[config.mk]
export PLATFORM = sky130hd
export DESIGN_NAME = round_ctrl
export DESIGN_NICKNAME = d
export VERILOG_FILES = /design/src/rtl/round_ctrl.sv
export SDC_FILE = /design/constraint.sdc
export NUM_CORES = 1
export LEC_CHECK = 0
export ABC_AREA = 1
export CAP_MARGIN = 20
export CORE_MARGIN = 2
export CORE_UTILIZATION = 51
export CTS_CLUSTER_DIAMETER = 150
export DETAILED_ROUTE_END_ITERATION = 6
export HOLD_SLACK_MARGIN = 0.03
export PLACE_DENSITY = 0.77
export SYNTH_ARGS = -nofsm -noshare
export SYNTH_HDL_FRONTEND = slang
export SYNTH_SLANG_ARGS = --single-unit
[constraint.sdc]
create_clock -name CLK -period 3.85 [get_ports CLK]
set_clock_uncertainty 0.15 [all_clocks]
set_input_delay 0.77 -clock CLK [delete_from_list [all_inputs] [get_ports CLK]]
set_output_delay 0.77 -clock CLK [all_outputs]
set_load 0.02 [all_outputs]
[src/rtl/round_ctrl.sv]
// Round sequencer for the two-player factorization game: ready handshake,
// number request, timed answer window, judging, scoring and the STATE bus.
module round_ctrl #(
  parameter int ANSWER_TICKS = 500_000_000,
  parameter int SHOW_TICKS   = 100_000_000,
  parameter int WIN_SCORE    = 3
) (
  input  logic        CLK,
  input  logic        RST,
  input  logic        BTN_READY_1P,
  input  logic        BTN_READY_2P,
  input  logic        OK,
  input  logic [3:0]  NUM,
  input  logic        BTN_ANS_1P,
  input  logic        BTN_ANS_2P,
  input  logic [3:0]  ANS_1P,
  input  logic [3:0]  ANS_2P,
  output logic [3:0]  STATE,
  output logic        REQ,
  output logic [3:0]  CUR_NUM,
  output logic [3:0]  SCORE_1P,
  output logic [3:0]  SCORE_2P,
  output logic [31:0] TIMER
);

  typedef enum logic [3:0] {
    S_IDLE       = 4'b0000,
    S_WAIT_READY = 4'b0001,
    S_DEAL       = 4'b0010,
    S_PLAY       = 4'b0011,
    S_JUDGE      = 4'b0100,
    S_DRAW       = 4'b0110,
    S_GOOD       = 4'b1000,
    S_OUCH       = 4'b1001,
    S_WIN        = 4'b1010,
    S_LOSE       = 4'b1011
  } state_t;

  localparam logic [31:0] ANSWER_LOAD = 32'(ANSWER_TICKS - 1);
  localparam logic [31:0] SHOW_LOAD   = 32'(SHOW_TICKS - 1);
  localparam logic [3:0]  WIN_VAL     = 4'(WIN_SCORE);

  state_t     state_reg;
  logic       rdy1_reg, rdy2_reg;
  logic       sub1_reg, sub2_reg;
  logic [3:0] ans1_reg, ans2_reg;

  logic       c1, c2, pt1, pt2;
  logic [3:0] score1_inc, score2_inc;

  // Bit a of the mask is set when answer a is accepted for number n;
  // bit 0 stands for the "no proper factor" answer.
  function automatic logic is_correct(input logic [3:0] n, input logic [3:0] a);
    logic [15:0] mask;
    case (n)
      4'd4:          mask = 16'h0004;
      4'd6:          mask = 16'h000C;
      4'd8:          mask = 16'h0014;
      4'd9:          mask = 16'h0008;
      4'd10:         mask = 16'h0024;
      4'd12:         mask = 16'h005C;
      4'd14:         mask = 16'h0084;
      4'd15:         mask = 16'h0028;
      4'd11, 4'd13:  mask = 16'h0000;
      default:       mask = 16'h0001;
    endcase
    return mask[a];
  endfunction

  always_comb begin
    c1 = is_correct(CUR_NUM, ans1_reg);
    c2 = is_correct(CUR_NUM, ans2_reg);
    pt1 = (sub1_reg & ~sub2_reg & c1) | (~sub1_reg & sub2_reg & ~c2) |
          (sub1_reg & sub2_reg & c1 & ~c2);
    pt2 = (sub2_reg & ~sub1_reg & c2) | (~sub2_reg & sub1_reg & ~c1) |
          (sub1_reg & sub2_reg & c2 & ~c1);
    score1_inc = SCORE_1P + 4'd1;
    score2_inc = SCORE_2P + 4'd1;
  end

  assign STATE = state_reg;

  always_ff @(posedge CLK or negedge RST) begin
    if (!RST) begin
      state_reg <= S_IDLE;
      REQ       <= 1'b0;
      CUR_NUM   <= 4'd0;
      SCORE_1P  <= 4'd0;
      SCORE_2P  <= 4'd0;
      TIMER     <= 32'd0;
      rdy1_reg  <= 1'b0;
      rdy2_reg  <= 1'b0;
      sub1_reg  <= 1'b0;
      sub2_reg  <= 1'b0;
      ans1_reg  <= 4'd0;
      ans2_reg  <= 4'd0;
    end else begin
      REQ <= 1'b0;
      case (state_reg)
        S_IDLE: begin
          SCORE_1P  <= 4'd0;
          SCORE_2P  <= 4'd0;
          CUR_NUM   <= 4'd0;
          TIMER     <= 32'd0;
          rdy1_reg  <= 1'b0;
          rdy2_reg  <= 1'b0;
          state_reg <= S_WAIT_READY;
        end
        S_WAIT_READY: begin
          if ((rdy1_reg | BTN_READY_1P) && (rdy2_reg | BTN_READY_2P)) begin
            REQ       <= 1'b1;
            rdy1_reg  <= 1'b0;
            rdy2_reg  <= 1'b0;
            state_reg <= S_DEAL;
          end else begin
            rdy1_reg <= rdy1_reg | BTN_READY_1P;
            rdy2_reg <= rdy2_reg | BTN_READY_2P;
          end
        end
        S_DEAL: begin
          if (OK) begin
            CUR_NUM   <= NUM;
            TIMER     <= ANSWER_LOAD;
            state_reg <= S_PLAY;
          end
        end
        S_PLAY: begin
          // A submit on the final tick wins over the timeout.
          if (BTN_ANS_1P || BTN_ANS_2P) begin
            sub1_reg  <= BTN_ANS_1P;
            sub2_reg  <= BTN_ANS_2P;
            ans1_reg  <= ANS_1P;
            ans2_reg  <= ANS_2P;
            TIMER     <= 32'd0;
            state_reg <= S_JUDGE;
          end else if (TIMER == 32'd0) begin
            TIMER     <= SHOW_LOAD;
            state_reg <= S_DRAW;
          end else begin
            TIMER <= TIMER - 32'd1;
          end
        end
        S_JUDGE: begin
          TIMER <= SHOW_LOAD;
          if (pt1) begin
            SCORE_1P  <= score1_inc;
            state_reg <= (score1_inc == WIN_VAL) ? S_WIN : S_GOOD;
          end else if (pt2) begin
            SCORE_2P  <= score2_inc;
            state_reg <= (score2_inc == WIN_VAL) ? S_LOSE : S_OUCH;
          end else begin
            state_reg <= S_DRAW;
          end
        end
        S_DRAW, S_GOOD, S_OUCH: begin
          if (TIMER == 32'd0) state_reg <= S_WAIT_READY;
          else                TIMER     <= TIMER - 32'd1;
        end
        S_WIN, S_LOSE: begin
          if (TIMER == 32'd0) state_reg <= S_IDLE;
          else                TIMER     <= TIMER - 32'd1;
        end
        default: begin
          TIMER     <= 32'd0;
          state_reg <= S_IDLE;
        end
      endcase
    end
  end

endmodule

==> reports/summary.md, run 1 <==
The flow ran to the end, and the final reports show no timing, DRC or antenna violations. The post-detailed-routing wire length is 11000 µm, and the cell internal power dissipation is 940 µW. The logs give 3 for the CTS H-tree depth and 7850 µm² for the floorplan core area. For the post-layout net count, the log shows 692. The power per unit of standard cell area is 237 nW/µm², and the fraction of registers with async set or reset after synthesis is 100%. The worst setup path is captured at a flop. Detailed placement finished with a half-perimeter wire length of 8140 µm.

After Yosys synthesis, full adders, half adders and majority gates account for 2.70% of the synthesized area. The peak supply drop is 149 µV, and the post-synthesis sequential element count is 61. CTS placed an instance of sky130_fd_sc_hd__clkbuf_8 at the clock tree root. The height of the chip is 94.5 µm, and the number of clock sinks is 61.

At the worst endpoint, the required time is 3.97 ns. After clock tree synthesis, the clock-pin slew on the worst setup and hold paths is 0.07 ns. The post-route clock period utilization was 69.2%; the number of cell rows was 32.

Leaving out fill and tap cells, the most frequent cell in the layout is sky130_fd_sc_hd__nand2_1. The width of the die is 94.5 µm. Summed over all failing endpoints, the final setup total negative slack is 0 ns.

Summing the areas of all xor and xnor instances in the mapped netlist gives 5.25% of the synthesized area. For this run, the leading register cell type out of synthesis is sky130_fd_sc_hd__dfrtp_1. The switching fraction of total power was 21.9%; the power dissipated by switching net loads was 263 µW. In the layout the commonest cells are sky130_fd_sc_hd__nand2_1, sky130_fd_sc_hd__nor2_1, sky130_fd_sc_hd__clkdlybuf4s50_1. At the end of routability-driven placement, the weighted congestion stood at 0.936. In the routed layout, each cell is associated on average with a via count of 5.38.

The number of distinct library cell variants in the gate-level netlist after synthesis came out at 37. The count of nets left with antenna violations once routing finished came out at 0. After routing the design area is 5080 µm².

A synthesized cell averages 7.03 µm². The number of I/O pins came out at 68. The tools report the number of antenna diodes as 0. Buffers added to address setup during post-CTS repair amount to 0.

Dividing the detail-routed wire length by the instance count gives 14.2 µm. The maximum clock insertion buffer count was 2. Setup repair after global routing left no endpoint under its margin.

Launching element type of the critical path: a flop. In the final layout, the share of cells above drive strength 1 is 9.28%. Max-slew violation count: 0.

The pin slew with the least headroom to its limit was 0.857 ns; the clock buffer count from CTS was 9. The clock period could shrink to 2.67 ns. For the worst setup path, the data arrival time is 2.79 ns. Compared with the post-synthesis result, the final layout area differs by 21.8%. The starting utilization of the core area is 53.2%.

When the netlist entered floorplanning its net count stood at 622. Setup slack on the critical path of the routed design comes to 1.18 ns. The tools report the via count of the first global-routing pass as 3987. The kind of cell with the highest combined delay along the critical path is simple AND/OR/NAND/NOR gates. The startpoint identified for the worst hold timing path is ans2_reg[3].

Number of detailed-routing iterations run before antenna repair: 5. In this run the cell area of the synthesized design comes to 4170 µm². The synthesized netlist devotes 10.4% of its cell area to compound gates.

The first routing iteration left 200 violations. The number of enable-type register cells in the synthesized netlist is 0. Aggregate global routing overflow: 0. For this run, the register share of the synthesized area comes to 36.6%.

The tools report the clock network fraction of total power as 43.9%. The buffers plus inverters on the worst setup path is 2, and the die area is 8920 µm². The tools report the startpoint of the worst register-to-register path as TIMER[0]. Across all layers, the routed design uses 4141 vias. In this design, the stage delay of the slowest critical-path cell is 0.39 ns. The most critical setup path has its startpoint at TIMER[0].

Summing internal, switching and leakage power gives 1.20 mW. The run gives 725 as the number of inserted filler cells in the final layout. Library cell contributing the largest single delay on the critical path: sky130_fd_sc_hd__dfrtp_1.

Walking the worst path, the cells encountered are inv_1, ha_1, nand2_1, nor3_4, nand2_2, nor2_4, nand2_2, nand3_4, inv_4, nand2_1, o21ai_1, a21oi_1. The worst setup path is of the flop to flop kind. The largest fanout on the critical path came out at 35.

The path type of the worst min-delay path is flop to flop. Registers are responsible for 53.2% of the overall power. The first global-routing pass estimated 18300 µm of wire. Port buffering added 67 buffers. For the synthesized instance count, the log shows 594.

After detailed placement, the total cell area comes to 4910 µm². During synthesis, Yosys emitted a total of 0 warnings. Multiplexer cells account for 0% of the synthesized area.

Static timing analysis puts the maximum clock frequency at 0.375 GHz. The register with the highest flop count was TIMER. The number of hold buffers added after CTS was 0. OpenSTA, run right after detailed placement, puts the worst setup slack at 1.02 ns.

After clock tree synthesis, the repair step resized 0 gates. Setup violations remaining at the end of the flow were counted as 0. In this run the tightest slew margin relative to its limit is 42.9%. For the pin count of the biggest net entering global routing, the log shows 38. For this run, design rule violations remaining after detail routing come to 0.

Clock latency on the worst-skew pair, taken at its later pin, is 0.35 ns. The run gives 2.8% as the combinational share of power. The hold violation total from the final report was 0; the number of maximum-capacitance violations was 0. TritonCTS built the clock tree. The leakage power total is 2.41 nW. For the initial antenna violation count, the log shows 0. The basic-gate share of the synthesized area counting and, or, nand and nor cells came out at 37.4%. The flip-flop count of the largest register after layout came out at 32. After synthesis, the largest family of logic cells by area is simple AND/OR/NAND/NOR gates.

The total track usage was 26.2%.
-- path summary, 6_finish.rpt --
| check | endpoint | slack (ns) | cells past startpoint |
|---|---|---|---|
| setup / recovery | TIMER[8] | 1.18 | 12 |
| hold / removal | ans2_reg[3] | 0.34 | 2 |
| setup reg to reg | TIMER[8] | 1.18 | 12 |
| hold reg to reg | ans2_reg[3] | 0.34 | 2 |
| max in group asynchronous | TIMER[22] | 2.21 | 3 |
| min in group asynchronous | ans1_reg[0] | 0.38 | 1 |
-- tightest hold or removal path, stage by stage (launching register included) --
cell,delay [ns]
sky130_fd_sc_hd__dfrtp_1,0.35
sky130_fd_sc_hd__nand2_1,0.06
sky130_fd_sc_hd__nand2_1,0.05
-- final cells by class --
type / instances / area [µm²] / share of cell area (%)
tap: 102 / 128 / 2.51
multi-input combinational: 460 / 2320 / 45.7
timing repair buffer: 71 / 696 / 13.7
clock inverter: 1 / 5.00 / 0.0984
sequential: 61 / 1530 / 30.0
clock buffer: 14 / 173 / 3.40
inverter: 61 / 231 / 4.55
-- per-stage QoR --
| step | std cells | util [%] | hold slack, ns |
|---|---|---|---|
| finish | 770 | 64.8 | 0.343 |
| global route | 770 | 64.8 | 0.363 |
| CTS | 770 | 64.8 | 0.342 |
| detailed placement | 755 | 62.5 | 0.319 |
| global placement | 755 | 62.5 | 0.319 |
| floorplan | 594 | - | 0.300 |
-- power by group through the flow --
stage               sequential [mW]  combinational, mW  clock, mW
finish                        0.641             0.0342      0.529
CTS                           0.641             0.0355      0.537
global route                  0.640             0.0384      0.565
detailed placement            0.653             0.0352          0
global placement              0.653             0.0348          0
floorplan                     0.653            0.00115          0
-- routing by layer --
metal | global-route usage (%) | up-vias | share of wire [%]
met3 | 5.99 | 17 | 5.6
met4 | 8.70 | 0 | 1.6
met5 | 0 | - | 0
met2 | 46.3 | 121 | 50
li1 | - | 2039 | -
met1 | 31.6 | 1964 | 43
-- kinds of logic after synthesis --
| kind of cell | count (synthesis) |
|---|---|
| adder cells (fa/ha/maj) | 9 |
| flip-flops | 61 |
| buffers and inverters | 73 |
| AND/OR/NAND/NOR | 353 |
| AO/OA/AOI/OAI | 73 |
| XOR/XNOR | 25 |
-- Yosys cell counts, types with 2 or more instances --
cell	number	area [µm²]
sky130_fd_sc_hd__a21o_1	2	15.0
sky130_fd_sc_hd__a21oi_1	11	55.1
sky130_fd_sc_hd__a31oi_1	2	12.5
sky130_fd_sc_hd__buf_2	4	20.0
sky130_fd_sc_hd__buf_6	5	56.3
sky130_fd_sc_hd__dfrtp_1	61	1530
sky130_fd_sc_hd__ha_1	9	113
sky130_fd_sc_hd__inv_1	54	203
sky130_fd_sc_hd__inv_2	6	22.5
sky130_fd_sc_hd__nand2_1	197	739
sky130_fd_sc_hd__nand2_2	3	18.8
sky130_fd_sc_hd__nand3_1	43	215
sky130_fd_sc_hd__nand3_2	4	40.0
sky130_fd_sc_hd__nand4_1	5	31.3
sky130_fd_sc_hd__nor2_1	70	263
sky130_fd_sc_hd__nor2_2	7	43.8
sky130_fd_sc_hd__nor2_4	6	67.6
sky130_fd_sc_hd__nor3_1	8	40.0
sky130_fd_sc_hd__nor3_2	4	40.0
sky130_fd_sc_hd__nor4_1	2	12.5
sky130_fd_sc_hd__o211ai_1	3	22.5
sky130_fd_sc_hd__o21ai_0	29	145
sky130_fd_sc_hd__o21ai_1	10	50.1
sky130_fd_sc_hd__o21ai_2	11	96.3
sky130_fd_sc_hd__o21bai_1	2	15.0
sky130_fd_sc_hd__o31ai_1	2	15.0
sky130_fd_sc_hd__xnor2_1	9	78.8
sky130_fd_sc_hd__xor2_1	16	140
No activity file was read; power rests on OpenSTA's default activity.
==> run 2: changes to the inputs <==
Clock period 3.85 ns to 2.65 ns, I/O delays scaled along.
==> run 2 against run 1 <==
Count of clock-buffer cells in the layout fell by 1. Highest routed layer unchanged. Die area did not move. Sequential share of layout area fell by 0.74 points. Combinational power rose by 45%. Sequential cell count did not move. Worst setup slack got worse by 0.97 ns. Worst hold slack got worse by 0.0070 ns. Critical path type unchanged.
==> reports/summary.md, run 2 (same netlist as run 1, synthesis figures left out) <==
The cell type group with the largest total delay on the critical path is simple AND/OR/NAND/NOR gates. At the end of routability-driven placement, the weighted congestion stood at 0.923. The minimum period implied by the final worst setup slack is 2.44 ns, and the flip-flop count of the largest register after layout is 32. After clock tree synthesis, the clock-pin slew on the worst setup and hold paths is 0.07 ns. CTS placed an instance of sky130_fd_sc_hd__clkbuf_8 at the clock tree root. Hold timing on the final database bottoms out at a slack of 0.336 ns.

The launching element type of the critical path is a flop. Across all register-to-register paths, the minimum setup slack is 0.21 ns. For this run, the top clock speed supported by timing is 0.410 GHz. For the number of I/O pins, the log shows 68. The library cells used most frequently in the layout, excluding fill and tap cells, are sky130_fd_sc_hd__nand2_1, sky130_fd_sc_hd__nor2_1, sky130_fd_sc_hd__clkdlybuf4s50_1. In the routed design, unresolved DRC markers number 0. Dividing the detail-routed via count by the number of cells gives 5.23. The count of buffers added on input and output ports is 67. The slowest stage of the critical path belongs to the cell sky130_fd_sc_hd__dfrtp_1.

Across the VDD grid, the largest voltage drop is 235 µV. For the post-layout net count, the log shows 698. The required time of the worst setup path was 2.77 ns; the height of the chip was 94.5 µm. The buffers plus inverters on the worst setup path is 2. For the via count of the first global-routing pass, the log shows 3914. Dividing total power by cell area gives a power density of 392 nW/µm².

The critical path goes through inv_1, ha_1, nand2_1, nor3_4, nand2_2, nor2_4, nand2_2, nand3_4, inv_4, nand2_1, nor2_1, nor3_2. The tools report the clock buffer count from CTS as 9. For the number of inserted filler cells in the final layout, the log shows 682.

The max-slew violation count was 0. 0 antenna diodes ended up in the layout. The number of nets still failing antenna checks after routing was 0. Setup violations remaining at the end of the flow were counted as 0. The worst hold path belongs to the class flop to flop. In this run the worst path has a maximum fanout of 35. Initial antenna violation count: 0. Register with the highest flop count: TIMER. Detailed routing inserted a total of 4064 vias. For the pin with the worst max-slew slack, the measured transition is 0.429 ns. The post-detailed-routing wire length is 10900 µm, and the maximum clock insertion buffer count is 2. The post-route clock period utilization came out at 92.0%.

Global routing finished with a remaining overflow of 0. The multi-input combinational cells in the finished layout cover a total of 2320 µm². The floorplan step defined a die boundary enclosing 8920 µm². The tools report the hold violation total from the final report as 0. Global routing used 25.6% of the available tracks. The die is 94.5 µm wide. The worst slew margin relative to its limit was 71.4%.

Registers take 1530 µm². Violation count after the first detailed-routing iteration: 260. Setup repair after global routing left no endpoint under its margin.

The post-route netlist has 10.2% of its cells at a drive strength greater than 1. Clock tree synthesis found a total of 61 sinks. For the final routed database, the setup TNS stands at 0 ns. The stage delay of the slowest cell on the critical path was 0.40 ns; the average wire per standard cell was 14.0 µm. In this run the core area contains 32 standard-cell rows. Entering global routing, the biggest net connects 36 pins. Worst setup path category: flop to flop.

Detailed placement finished with a half-perimeter wire length of 8140 µm. The tools report the number of detailed-routing iterations run before antenna repair as 5. At the later pin of the worst-skew pair, clock insertion delay measures 0.34 ns. After layout, the design draws a total of 2.05 mW. The run finished with clean final reports.

The clock tree synthesis step divided the H-tree into 3 levels. TritonCTS built the clock tree. Global-route wire length before repair: 18100 µm.

Starting utilization of the core area: 53.2%. The critical path data arrival time is 2.55 ns, and the area growth from synthesis to final layout is 24.9%. In this run the static leakage power is 2.48 nW. The most common cell after layout, fill and taps aside is sky130_fd_sc_hd__nand2_1.

The core region is 7850 µm². The number of maximum-capacitance violations is 0, and the number of gates given a new drive strength after cts is 0. The worst setup path is captured at a flop.
run 2: cell count changes in the layout (fill, tap and decap cells not counted), sizes merged:
cell,change
buf,+5
bufinv,+3
clkbuf,-1
clkinv,-1
dlygate4sd3,+1
run 2: power by group:
part	switching (mW)	internal, mW
sequential	0	0.931
combinational	0.0241	0.0256
clock	0.362	0.703
total	0.386	1.66
run 2: tightest hold or removal path: stages, from the launching register on:
cell and delay (ns):
sky130_fd_sc_hd__dfrtp_1 0.35, sky130_fd_sc_hd__nand2_1 0.05, sky130_fd_sc_hd__nand2_1 0.05
run 2: timing repair:
| item | in CTS | in global routing |
|---|---|---|
| hold endpoints to repair | 17 | 0 |
| buffers inserted | 0 | 2 |
| hold buffers | 1 | 0 |
| endpoints found under the setup margin | 0 | 5 |
run 2: routing by layer:
layer	global-route usage, %	vias up	part of all wire, %
li1	-	2044	-
met5	0	-	0
met4	7.37	0	1.4
met3	6.15	15	5.3
met2	44.4	114	50
met1	31.9	1891	44
run 2: cell type report:
cell class / instances / area share [%]
timing repair buffer: 77 / 14.3
clock buffer: 13 / 3.24
sequential: 61 / 29.3
inverter: 61 / 4.44
clock inverter: 3 / 1.73
multi-input combinational: 460 / 44.6
tap: 102 / 2.45
run 2: worst paths after layout:
| path | startpoint | end | cells past startpoint |
|---|---|---|---|
| max | TIMER[0] | TIMER[30] | 12 |
| min | ans2_reg[3] | ans2_reg[3] | 2 |
| max reg2reg | TIMER[0] | TIMER[30] | 12 |
| min reg2reg | ans2_reg[3] | ans2_reg[3] | 2 |
| max in group asynchronous | RST | TIMER[19] | 3 |
| min in group asynchronous | RST | STATE[0] | 2 |
run 2: per-stage QoR:
step                      std cells  util [%]  setup WS, ns  cell area (µm²)
after floorplan                 594         -         0.480             4170
final                           777      66.4         0.211             5210
after global routing            777      66.4        0.0429             5210
after global placement          758      62.8         0.271             4930
after CTS                       775      66.2         0.129             5200
after detailed placement        758      62.8         0.170             4930
